File: src/rtl/decode_sequencer.sv
`default_nettype none
// +----------------------------------------------------------------------+
// | decode_sequencer: registered instruction decoder with L16B sequencer  |
// | Rev 1.0                                                               |
// +----------------------------------------------------------------------+
module decode_sequencer #(
  parameter int L16_BEATS = 4,
  parameter int STRIDE    = 4,
  parameter int OFFW      = 8
) (
  input  logic            Clock,
  input  logic            Reset_n,
  input  logic            Instr_Valid,
  input  logic [5:0]      OpCode,
  input  logic [5:0]      Funct,
  input  logic            Flush,
  input  logic            Hold,
  output logic            Ready,
  output logic            Ctrl_Valid,
  output logic [1:0]      RegDest,
  output logic            RegWrite,
  output logic            AluSrc,
  output logic [4:0]      AluOp,
  output logic            MemWrite,
  output logic            MemRead,
  output logic            Branch,
  output logic [1:0]      MemToReg,
  output logic            SignExt,
  output logic            Jump,
  output logic            JumpMux,
  output logic [1:0]      ByteSel,
  output logic [2:0]      BCControl,
  output logic            BranchSourceMux,
  output logic            JAL,
  output logic [1:0]      L16B,
  output logic [OFFW-1:0] Beat_Offset,
  output logic            Beat_Last,
  output logic            Illegal
);

  localparam int BW = (L16_BEATS > 1) ? $clog2(L16_BEATS) : 1;

  typedef enum logic [0:0] {IDLE = 1'b0, SEQ = 1'b1} state_t;

  typedef struct packed {
    logic [1:0] reg_dest;
    logic       reg_write;
    logic       alu_src;
    logic [4:0] alu_op;
    logic       mem_write;
    logic       mem_read;
    logic       branch;
    logic [1:0] mem_to_reg;
    logic       sign_ext;
    logic       jump;
    logic       jump_mux;
    logic [1:0] byte_sel;
    logic [2:0] bc_control;
    logic       branch_source_mux;
    logic       jal;
    logic [1:0] l16b;
  } ctrl_t;

  function automatic ctrl_t idle_word();
    ctrl_t w;
    w        = '0;
    w.alu_op = 5'b00001;
    return w;
  endfunction

  function automatic logic [1:0] byte_sel_of(input logic [1:0] low);
    case (low)
      2'b00:   return 2'b01;
      2'b01:   return 2'b11;
      default: return 2'b00;
    endcase
  endfunction

  state_t            state_q, state_d;
  logic [BW-1:0]     beat_q, beat_d;
  logic              valid_q, valid_d;
  ctrl_t             word_q, word_d;
  logic              illegal_q, illegal_d;
  logic              last_q, last_d;
  logic [OFFW-1:0]   offset_q, offset_d;

  ctrl_t             dec_word;
  logic              dec_illegal;
  logic              dec_multi;
  logic              go_idle;

  always_comb begin
    dec_word    = idle_word();
    dec_illegal = 1'b0;
    dec_multi   = 1'b0;
    case (OpCode)
      6'b000000: begin
        dec_word.reg_write = 1'b1;
        dec_word.jump_mux  = 1'b1;
        dec_word.sign_ext  = 1'b1;
        dec_word.alu_op    = 5'b00000;
        if (Funct == 6'b001000) begin
          dec_word.jump      = 1'b1;
          dec_word.reg_write = 1'b0;
        end
      end
      6'b000010: dec_word.jump = 1'b1;
      6'b000011: begin
        dec_word.jump       = 1'b1;
        dec_word.jal        = 1'b1;
        dec_word.reg_write  = 1'b1;
        dec_word.reg_dest   = 2'b10;
        dec_word.mem_to_reg = 2'b10;
      end
      6'b000100, 6'b000101, 6'b000110, 6'b000111, 6'b000001, 6'b111110: begin
        dec_word.branch     = 1'b1;
        dec_word.mem_to_reg = 2'b11;
        case (OpCode)
          6'b000100: {dec_word.alu_op, dec_word.bc_control} = {5'b01110, 3'b000};
          6'b000101: {dec_word.alu_op, dec_word.bc_control} = {5'b01111, 3'b101};
          6'b000110: {dec_word.alu_op, dec_word.bc_control} = {5'b10010, 3'b011};
          6'b000111: {dec_word.alu_op, dec_word.bc_control} = {5'b10001, 3'b010};
          6'b000001: begin
            {dec_word.alu_op, dec_word.bc_control} = {5'b10000, 3'b001};
            dec_word.branch_source_mux = 1'b1;
          end
          default:   {dec_word.alu_op, dec_word.bc_control} = {5'b10000, 3'b110};
        endcase
      end
      6'b001000, 6'b001001, 6'b001010, 6'b001011,
      6'b001100, 6'b001101, 6'b001110, 6'b001111: begin
        dec_word.reg_dest  = 2'b01;
        dec_word.reg_write = 1'b1;
        dec_word.alu_src   = 1'b1;
        dec_word.sign_ext  = 1'b1;
        case (OpCode[2:0])
          3'b000: dec_word.alu_op = 5'b00001;
          3'b001: dec_word.alu_op = 5'b00111;
          3'b010: dec_word.alu_op = 5'b01010;
          3'b011: dec_word.alu_op = 5'b01011;
          3'b100: begin dec_word.alu_op = 5'b00100; dec_word.sign_ext = 1'b0; end
          3'b101: begin dec_word.alu_op = 5'b00011; dec_word.sign_ext = 1'b0; end
          3'b110: begin dec_word.alu_op = 5'b00101; dec_word.sign_ext = 1'b0; end
          default: dec_word.alu_op = 5'b10011;
        endcase
      end
      6'b100000, 6'b100001, 6'b100011: begin
        dec_word.mem_read   = 1'b1;
        dec_word.mem_to_reg = 2'b01;
        dec_word.reg_write  = 1'b1;
        dec_word.byte_sel   = byte_sel_of(OpCode[1:0]);
      end
      6'b101000, 6'b101001, 6'b101011: begin
        dec_word.mem_write = 1'b1;
        dec_word.byte_sel  = byte_sel_of(OpCode[1:0]);
      end
      6'b011100: dec_word.alu_op = 5'b01100;
      6'b011111: dec_word.alu_op = 5'b01101;
      6'b111111: begin
        dec_word.reg_write = 1'b1;
        dec_word.jump_mux  = 1'b1;
        dec_word.l16b      = 2'b01;
      end
      6'b110011: begin dec_word.l16b = 2'b10; dec_multi = 1'b1; end
      6'b111011: begin dec_word.l16b = 2'b11; dec_multi = 1'b1; end
      default:   dec_illegal = 1'b1;
    endcase
  end

  assign Ready = (state_q == IDLE) & ~Hold;

  always_comb begin
    state_d   = state_q;
    beat_d    = beat_q;
    valid_d   = valid_q;
    word_d    = word_q;
    illegal_d = illegal_q;
    last_d    = last_q;
    offset_d  = offset_q;
    go_idle   = 1'b0;
    if (Flush) begin
      go_idle = 1'b1;
    end else if (!Hold) begin
      if (state_q == SEQ) begin
        // The final beat has been on the outputs for a cycle; leave now.
        if (last_q) begin
          go_idle = 1'b1;
        end else begin
          valid_d  = 1'b1;
          offset_d = OFFW'(beat_q) * OFFW'(STRIDE);
          last_d   = (beat_q == BW'(L16_BEATS - 1));
          beat_d   = last_d ? '0 : beat_q + 1'b1;
        end
      end else if (Instr_Valid) begin
        valid_d   = 1'b1;
        word_d    = dec_word;
        illegal_d = dec_illegal;
        offset_d  = '0;
        last_d    = ~dec_multi;
        beat_d    = dec_multi ? BW'(1) : '0;
        state_d   = dec_multi ? SEQ : IDLE;
      end else begin
        go_idle = 1'b1;
      end
    end
    if (go_idle) begin
      state_d   = IDLE;
      beat_d    = '0;
      valid_d   = 1'b0;
      word_d    = idle_word();
      illegal_d = 1'b0;
      last_d    = 1'b0;
      offset_d  = '0;
    end
  end

  always_ff @(posedge Clock or negedge Reset_n) begin
    if (!Reset_n) begin
      state_q   <= IDLE;
      beat_q    <= '0;
      valid_q   <= 1'b0;
      word_q    <= idle_word();
      illegal_q <= 1'b0;
      last_q    <= 1'b0;
      offset_q  <= '0;
    end else begin
      state_q   <= state_d;
      beat_q    <= beat_d;
      valid_q   <= valid_d;
      word_q    <= word_d;
      illegal_q <= illegal_d;
      last_q    <= last_d;
      offset_q  <= offset_d;
    end
  end

  assign Ctrl_Valid      = valid_q;
  assign RegDest         = word_q.reg_dest;
  assign RegWrite        = word_q.reg_write;
  assign AluSrc          = word_q.alu_src;
  assign AluOp           = word_q.alu_op;
  assign MemWrite        = word_q.mem_write;
  assign MemRead         = word_q.mem_read;
  assign Branch          = word_q.branch;
  assign MemToReg        = word_q.mem_to_reg;
  assign SignExt         = word_q.sign_ext;
  assign Jump            = word_q.jump;
  assign JumpMux         = word_q.jump_mux;
  assign ByteSel         = word_q.byte_sel;
  assign BCControl       = word_q.bc_control;
  assign BranchSourceMux = word_q.branch_source_mux;
  assign JAL             = word_q.jal;
  assign L16B            = word_q.l16b;
  assign Beat_Offset     = offset_q;
  assign Beat_Last       = last_q;
  assign Illegal         = illegal_q;

endmodule
`default_nettype wire

File: config.mk
export PLATFORM = sky130hd
export DESIGN_NAME = decode_sequencer
export DESIGN_NICKNAME = d
export VERILOG_FILES = /design/src/rtl/decode_sequencer.sv
export SDC_FILE = /design/constraint.sdc
export NUM_CORES = 1
export LEC_CHECK = 0
export CAP_MARGIN = 25
export CORE_ASPECT_RATIO = 2
export CORE_UTILIZATION = 40
export CTS_BUF_LIST = sky130_fd_sc_hd__clkbuf_8
export CTS_CLUSTER_DIAMETER = 120
export DETAILED_ROUTE_END_ITERATION = 8
export PLACE_DENSITY = 0.71
export SETUP_SLACK_MARGIN = 0.3
export SLEW_MARGIN = 40
export SYNTH_ARGS = -nofsm -noshare
export SYNTH_HDL_FRONTEND = slang
export SYNTH_SLANG_ARGS = --single-unit
File: constraint.sdc
create_clock -name Clock -period 2.4 [get_ports Clock]
set_input_delay 0.48 -clock Clock [delete_from_list [all_inputs] [get_ports Clock]]
set_output_delay 0.48 -clock Clock [all_outputs]
set_load 0.02 [all_outputs]
==> summary.md, run 1 <==
| Metric | Value |
|---|---|
| Initial antenna violation count | 0 |
| Root Driver | clkbuf_8 |
| Required @ worst endpoint | 1.92 ns |
| Worst skew pair latency | around 0.28 ns |
| # rows | 35 |
| Tot GR Track Use | roughly 22% |
| Starting Density | a little over two fifths |
| H-Tree Depth | 2 |
| Die Span Y | 100 um |
| Synth area leaders | dfrtp_1 40%, a22o_1 4.5%, nand2_1 4.3% |
| Post-synth EDFFs | 0 |
| Avg Inst Size Synth | between 8 and 9 sq um |
| Ys async rst share | between 90% and 100% |
| DRC viols | 0 |
| Top_reg_cell synth | dfrtp_1 |
| Pins Over Slew Limit | 0 |
| Cells on worst reg2reg path | 4 |
| Fmax | between 400 and 500 MHz |
| Critical setup path kind | primary input to primary output |
| Number of max-cap violations | 0 |
| Number of global-route vias before repair | about 1,700 |
| Clock tree buffer depth | 2 |
| Final period util | a little over four fifths |
| Routability cong. | 0.940 |
| FF+latch count, synth | 32 |
| Worst hold stages | 2 |
| Crit end category | primary output |
| Worst-path fanout max | 4 |
| P_leak | between 0.001 and 0.0015 uW |
| Post-DP HPWL | roughly 3.9 mm |
| Avg WL per Cell | roughly 16 um |
| Crit path time final | just over 2 ns |
| Area of the mapped netlist | between 0.0015 and 0.002 sq mm |
| Yosys Warn Count | 0 |
| Hold Vio Cnt, Final | 0 |
| Post-synthesis sequential area ratio | 41.6% |
| CP arrival | ~1.5 ns |
| Nets | 285 |
| RSZ-0062 raised after global routing | false |
| DR pass1 iterations | 4 |
| Area growth syn-to-layout | 35.2% |
| Cell variety after synth | 54 |
| Clock sink count | 32 |
| CTS Hold Buffers Added | 0 |
| GR Overflow Total | 0 |
| Via Count | 1,827 |
| Most common cell in the netlist | dfrtp_1 |
| CP Launch Type | primary input |
| Die area | between 0.005 and 0.006 sq mm |
| Area leader, netlist | dfrtp_1 |
| Layout cells sized above 1 | ~15% |
| Top Ports | between 50 and 60 |
| Non-Filler Instances | between 300 and 400 |
| Core area | ~0.0046 sq mm |
| Post-layout util | between 50% and 60% |
| Largest net degree at the start of global routing | 33 |
| Setup Viol. Count Final | 0 |
| Clock slew at reported path FFs | ~0.07 ns |
| Placed insts | roughly 320 |
| Hold Path Class | register to register |
| Die X | slightly above 50 um |
| ANT nets after route | 0 |
| CTS tree | done |
| Clk_skew | 0.00501 ns |
| Mapped Cells | 215 |
| CTS Buf Count | 5 |
| First-pass GRT wire length | 8.42 mm |
| N_diodes | 0 |
| Pwr Density | between 400 and 500 mW/mm^2 |
| Setup TNS Final | 0 ns |
| Most frequent cells after synthesis | 31 x dfrtp_1, 22 x nand2_1, 16 x a21oi_1 |
| Iteration-0 DRC Markers | 80 |
| Port Buffers | between 40 and 50 |
| Via/cell ratio | between 5 and 6 |
| Worst VDD drop | 0.577 mV |
| Final WL | approximately 5.2 mm |
| Post-synth top area share | around two fifths |
| Outcome | finished clean |
[sequential cells by signal, indices dropped and copies added (netlist names)]
register	cells
MemWrite	1
BCControl	3
Beat_Last	1
Jump	1
AluOp	5
MemRead	1
MemToReg	2
JumpMux	1
Ctrl_Valid	1
state_q	1
ByteSel	2
Branch	1
beat_q	2
L16B	2
Beat_Offset	2
AluSrc	1
BranchSourceMux	1
RegDest	1
SignExt	1
RegWrite	1
Illegal	1
[final timing paths]
| path | start | endpoint | slack (ns) |
|---|---|---|---|
| setup / recovery | Hold | Ready | 0.38 |
| hold / removal | MemRead$_DFFE_PN0P_ | MemRead$_DFFE_PN0P_ | 0.48 |
| setup reg to reg | state_q$_DFFE_PN0P_ | AluOp[3]$_DFFE_PN0P_ | 0.64 |
| hold reg to reg | MemRead$_DFFE_PN0P_ | MemRead$_DFFE_PN0P_ | 0.48 |
| max in group asynchronous | Reset_n | AluOp[0]$_DFFE_PN1P_ | 1.46 |
| min in group asynchronous | Reset_n | RegWrite$_DFFE_PN0P_ | 0.61 |
[power by group]
group	switching, uW	internal, uW
Sequential	5.01	547
Clock	206	304
Combinational	127	90.6
Total	338	941
[cells in the final DEF (no fill, tap or decap), types with 4 or more instances in the layout]
| master | count |
|---|---|
| dfrtp_1 | 31 |
| nor2b_1 | 5 |
| buf_4 | 16 |
| inv_1 | 5 |
| clkbuf_8 | 5 |
| nand2b_1 | 4 |
| a21oi_1 | 16 |
| nor2_1 | 15 |
| nor3_1 | 6 |
| conb_1 | 6 |
| o21ai_0 | 14 |
| clkdlybuf4s50_1 | 47 |
| nand2_1 | 22 |
| nand3_1 | 8 |
| a22o_1 | 10 |
[per-stage QoR]
step / cell area (sq um) / total power, uW / hold WS, ns / worst slack [ns]
after CTS: 2610 / 1290 / 0.488 / 0.369
after detailed placement: 2500 / 779 / 0.473 / 0.0882
after global placement: 2500 / 777 / 0.470 / 0.0949
final: 2610 / 1280 / 0.483 / 0.385
after floorplan: 1950 / 685 / 0.184 / 0.700
after global routing: 2610 / 1330 / 0.504 / 0.320
[worst max-delay path, stage by stage]
cell and delay (ns):
clkdlybuf4s50_1 0.51, nor2_1 0.19, dlygate4sd2_1 0.35
[cell type report]
class | count | area [sq um]
Multi-Input combinational cell | 158 | 973
Inverter | 4 | 15.0
Tap cell | 55 | 68.8
Clock inverter | 3 | 38.8
Timing Repair Buffer | 66 | 639
Sequential cell | 32 | 802
Fill cell | 425 | 1990
Clock buffer | 5 | 68.8
[layer usage]
layer | track usage, % | wire length, um
met5 | 0 | 0
met4 | 12.6 | 159
met3 | 2.88 | 216
met2 | 39.8 | 2890
met1 | 24.4 | 1940
[logic make-up (layout without fill, tap and decap cells)]
family	count (synthesis)	in the layout	share of synthesized area [%]
AND/OR/NAND/NOR	79	79	23.1
AO/OA/AOI/OAI	71	71	25.0
flip-flops	32	32	41.6
buffers and inverters	30	78	8.89
adder cells (fa/ha/maj)	1	1	0.649
other	1	6	0.194
multiplexers	1	1	0.519
[timing repair]
action,in CTS,in global routing
endpoints found under the hold margin,0,0
gates resized for setup,1,0
setup buffers,0,0
setup endpoints to repair,1,0
No activity file was read; power rests on OpenSTA's default activity.
==> run 2: changes to the inputs <==
--- a/config.mk
+++ b/config.mk
@@ -11,7 +11,7 @@
 export CTS_BUF_LIST = sky130_fd_sc_hd__clkbuf_8
 export CTS_CLUSTER_DIAMETER = 120
 export DETAILED_ROUTE_END_ITERATION = 8
-export PLACE_DENSITY = 0.71
+export PLACE_DENSITY = 0.74
 export SETUP_SLACK_MARGIN = 0.3
 export SLEW_MARGIN = 40
 export SYNTH_ARGS = -nofsm -noshare
==> constraint.sdc (replaced) <==
create_clock -name Clock -period 1.7 [get_ports Clock]
set_input_delay 0.34 -clock Clock [delete_from_list [all_inputs] [get_ports Clock]]
set_output_delay 0.34 -clock Clock [all_outputs]
set_load 0.02 [all_outputs]
==> summary.md, run 2 (synthesis results as in run 1) <==
| Metric | Value |
|---|---|
| Outcome | finished clean (unchanged) |
| Initial antenna violation count | 0 (unchanged) |
| Worst VDD drop | 0.478 mV (was 0.577 mV) |
| Final period util | 95.8% |
| Crit Reg-Reg Endpoint | ByteSel[1]$_DFFE_PN0P_ (was AluOp[3]$_DFFE_PN0P_) |
| GR Overflow Total | 0 (unchanged) |
| CTS Hold Buffers Added | 0 (unchanged) |
| Critical path, cell by cell | or4b_4 > or3_4 > o21ai_2 (was clkdlybuf4s50_1 > nor2_1 > dlygate4sd2_1) |
| Setup TNS Final | 0 ns (unchanged) |
| DR pass1 iterations | 5 (was 4) |
| CTS Buf Count | 5 (unchanged) |
| P_leak | 0.00149 uW (was 0.00111 uW) |
| CP max stage cell | or4b_4 (was clkdlybuf4s50_1) |
| Required @ worst endpoint | 1.92 ns (about the same) |
| Via/cell ratio | 5.57 (was 5.66) |
| Final WL | 5.84 mm (was 5.20 mm) |
| Cells on worst reg2reg path | 3 (was 4) |
| Commonest non-fill, non-tap cells in the layout | 45 x buf_4, 39 x dlygate4sd2_1, 30 x dfrtp_1, 22 x nand2_1, 14 x a21oi_1 (was 47 x clkdlybuf4s50_1, 31 x dfrtp_1, 22 x nand2_1, 16 x a21oi_1, 16 x buf_4) |
| Worst skew pair latency | 0.29 ns (was 0.28 ns) |
| Core area | 0.00460 sq mm (unchanged) |
| RSZ-0062 raised after global routing | true (was false) |
| Clock sink count | 32 (unchanged) |
| Die Span Y | 100 um (unchanged) |
| Avg WL per Cell | 16.2 um (was 16.1 um) |
| Pins Over Slew Limit | 0 (unchanged) |
| Setup Viol. Count Final | 0 (unchanged) |
| Starting Density | 41.9% (unchanged) |
| # rows | 35 (unchanged) |
| Worst-path fanout max | 7 (was 4) |
| Port Buffers | 48 (unchanged) |
| Critical Path End | ByteSel[1]$_DFFE_PN0P_ (was Ready) |
| CP arrival | 1.85 ns (was 1.54 ns) |
| Layout cells sized above 1 | 33.7% (was 15.3%) |
| CP startpoint | state_q$_DFFE_PN0P_ (was Hold) |
| Final instance area | 0.00299 sq mm (was 0.00261 sq mm) |
| N_diodes | 0 (unchanged) |
| First-pass GRT wire length | 9.63 mm (was 8.42 mm) |
| Worst R2R Start | state_q$_DFFE_PN0P_ (unchanged) |
| Fmax | just over 600 MHz |
| Pwr Density | 595 mW/mm^2 (was 491 mW/mm^2) |
| Max reg flops | 5 (unchanged) |
| Routability cong. | 0.949 (was 0.940) |
| CTS tree | done (unchanged) |
| Top Ports | 55 (unchanged) |
| Tot GR Track Use | 25.3% (was 22.3%) |
| Number of max-cap violations | 0 (unchanged) |
| Critical setup path kind | register to register (was primary input to primary output) |
| Area growth syn-to-layout | 55.2% (was 35.2%) |
| Hold Path Class | primary input to asynchronous set/reset pin (was register to register) |
| Clock slew at reported path FFs | 0.07 ns (about the same) |
| CP Launch Type | register (was primary input) |
| Largest net degree at the start of global routing | 33 (unchanged) |
| CP max stage delay | 0.62 ns (was 0.51 ns) |
| Nets | 323 (was 285) |
| Most common library cell in the layout ignoring fill and taps | buf_4 (was clkdlybuf4s50_1) |
| Number of global-route vias before repair | 2,032 (was 1,741) |
| Clk_skew | 0.00355 ns (was 0.00501 ns) |
| Iteration-0 DRC Markers | 69 (was 80) |
| DRC viols | 0 (unchanged) |
| Die area | 0.00512 sq mm (unchanged) |
| Post-Place Cell Area | 0.00275 sq mm (was 0.00250 sq mm) |
| Via Count | 2,010 (was 1,827) |
| Root Driver | clkbuf_8 (unchanged) |
| Post-DP HPWL | 4.40 mm (was 3.89 mm) |
| H-Tree Depth | 2 (unchanged) |
| ANT nets after route | 0 (unchanged) |
| Die X | 51.1 um (unchanged) |
| Crit end category | register (was primary output) |
| Clock tree buffer depth | 2 (unchanged) |
| FF-to-FF setup slack | 0.07 ns (was 0.64 ns) |
| Crit path time final | 1.63 ns |
| Number of fill cells | 390 (was 425) |
| Hold Vio Cnt, Final | 0 (unchanged) |
## run 2: changes by cell type in the layout (fill, tap and decap cells not counted), sizes merged, moves of 2 or more
cell,previous run,this run
buf,18,58
clkbuf,5,7
clkdlybuf4s15,0,2
clkdlybuf4s50,47,3
dlygate4sd2,1,39
## run 2: repair_timing
action                     CTS  global route
cloned                       1             0
pin swaps                   15            11
setup buffers                0             3
resized for setup           73            29
setup endpoints to repair   60            30
## run 2: cell type report
type / instances / area (sq um) / share of cell area (%)
well taps: 55 / 68.8 / 2.30
flip-flops and latches: 32 / 803 / 26.8
clock buffers: 6 / 82.6 / 2.76
clock inverters: 2 / 10.0 / 0.334
inverters: 4 / 15.0 / 0.502
repair buffers: 104 / 893 / 29.8
multi-input cells: 158 / 1120 / 37.4
## run 2: where the power goes
| group | internal [uW] | switching [uW] | total [uW] |
|---|---|---|---|
| clock network | 322 | 288 | 611 |
| registers | 772 | 7.02 | 779 |
| logic | 172 | 218 | 390 |
## run 2: worst max-delay path: cells and delay by family, from the launching register on
family             cells  cell delay [ns]
and+or+nand+nor        2             1.00
AOI/OAI and AO/OA      1             0.11
DFF                    1             0.45
## run 2: metal layers
metal	GRT usage [%]	wire length, um	vias up
met1	26.2	2180	969
met2	45.0	3240	75
li1	-	-	950
met4	16.5	210	0
met3	3.94	200	16
met5	0	0	-
## run 2: per-stage QoR
step           utilization (%)  setup WS, ns  hold slack (ns)  total power, uW  cells
6_report                  65.1        0.0720            0.411             1780    361
3_5_place_dp              59.7        -0.395            0.478             1150    349
2_1_floorplan                -         0.176           0.0444              968    220
5_1_grt                   65.1        0.0375            0.429             1840    361
4_1_cts                   62.9        0.0885            0.424             1760    358
3_3_place_gp              59.7        -0.315            0.466             1150    349
## run 2: worst min path at each step
stage / startpoint / end / slack (ns) / cells past startpoint
final: Reset_n / MemWrite$_DFFE_PN0P_ / 0.41 / 2
after global placement: Branch$_DFFE_PN0P_ / Branch$_DFFE_PN0P_ / 0.47 / 1
after global routing: Reset_n / MemWrite$_DFFE_PN0P_ / 0.43 / 2
after detailed placement: Branch$_DFFE_PN0P_ / Branch$_DFFE_PN0P_ / 0.48 / 1
after CTS: Reset_n / Branch$_DFFE_PN0P_ / 0.42 / 2
after floorplan: Reset_n / AluOp[1]$_DFFE_PN0P_ / 0.04 / 0
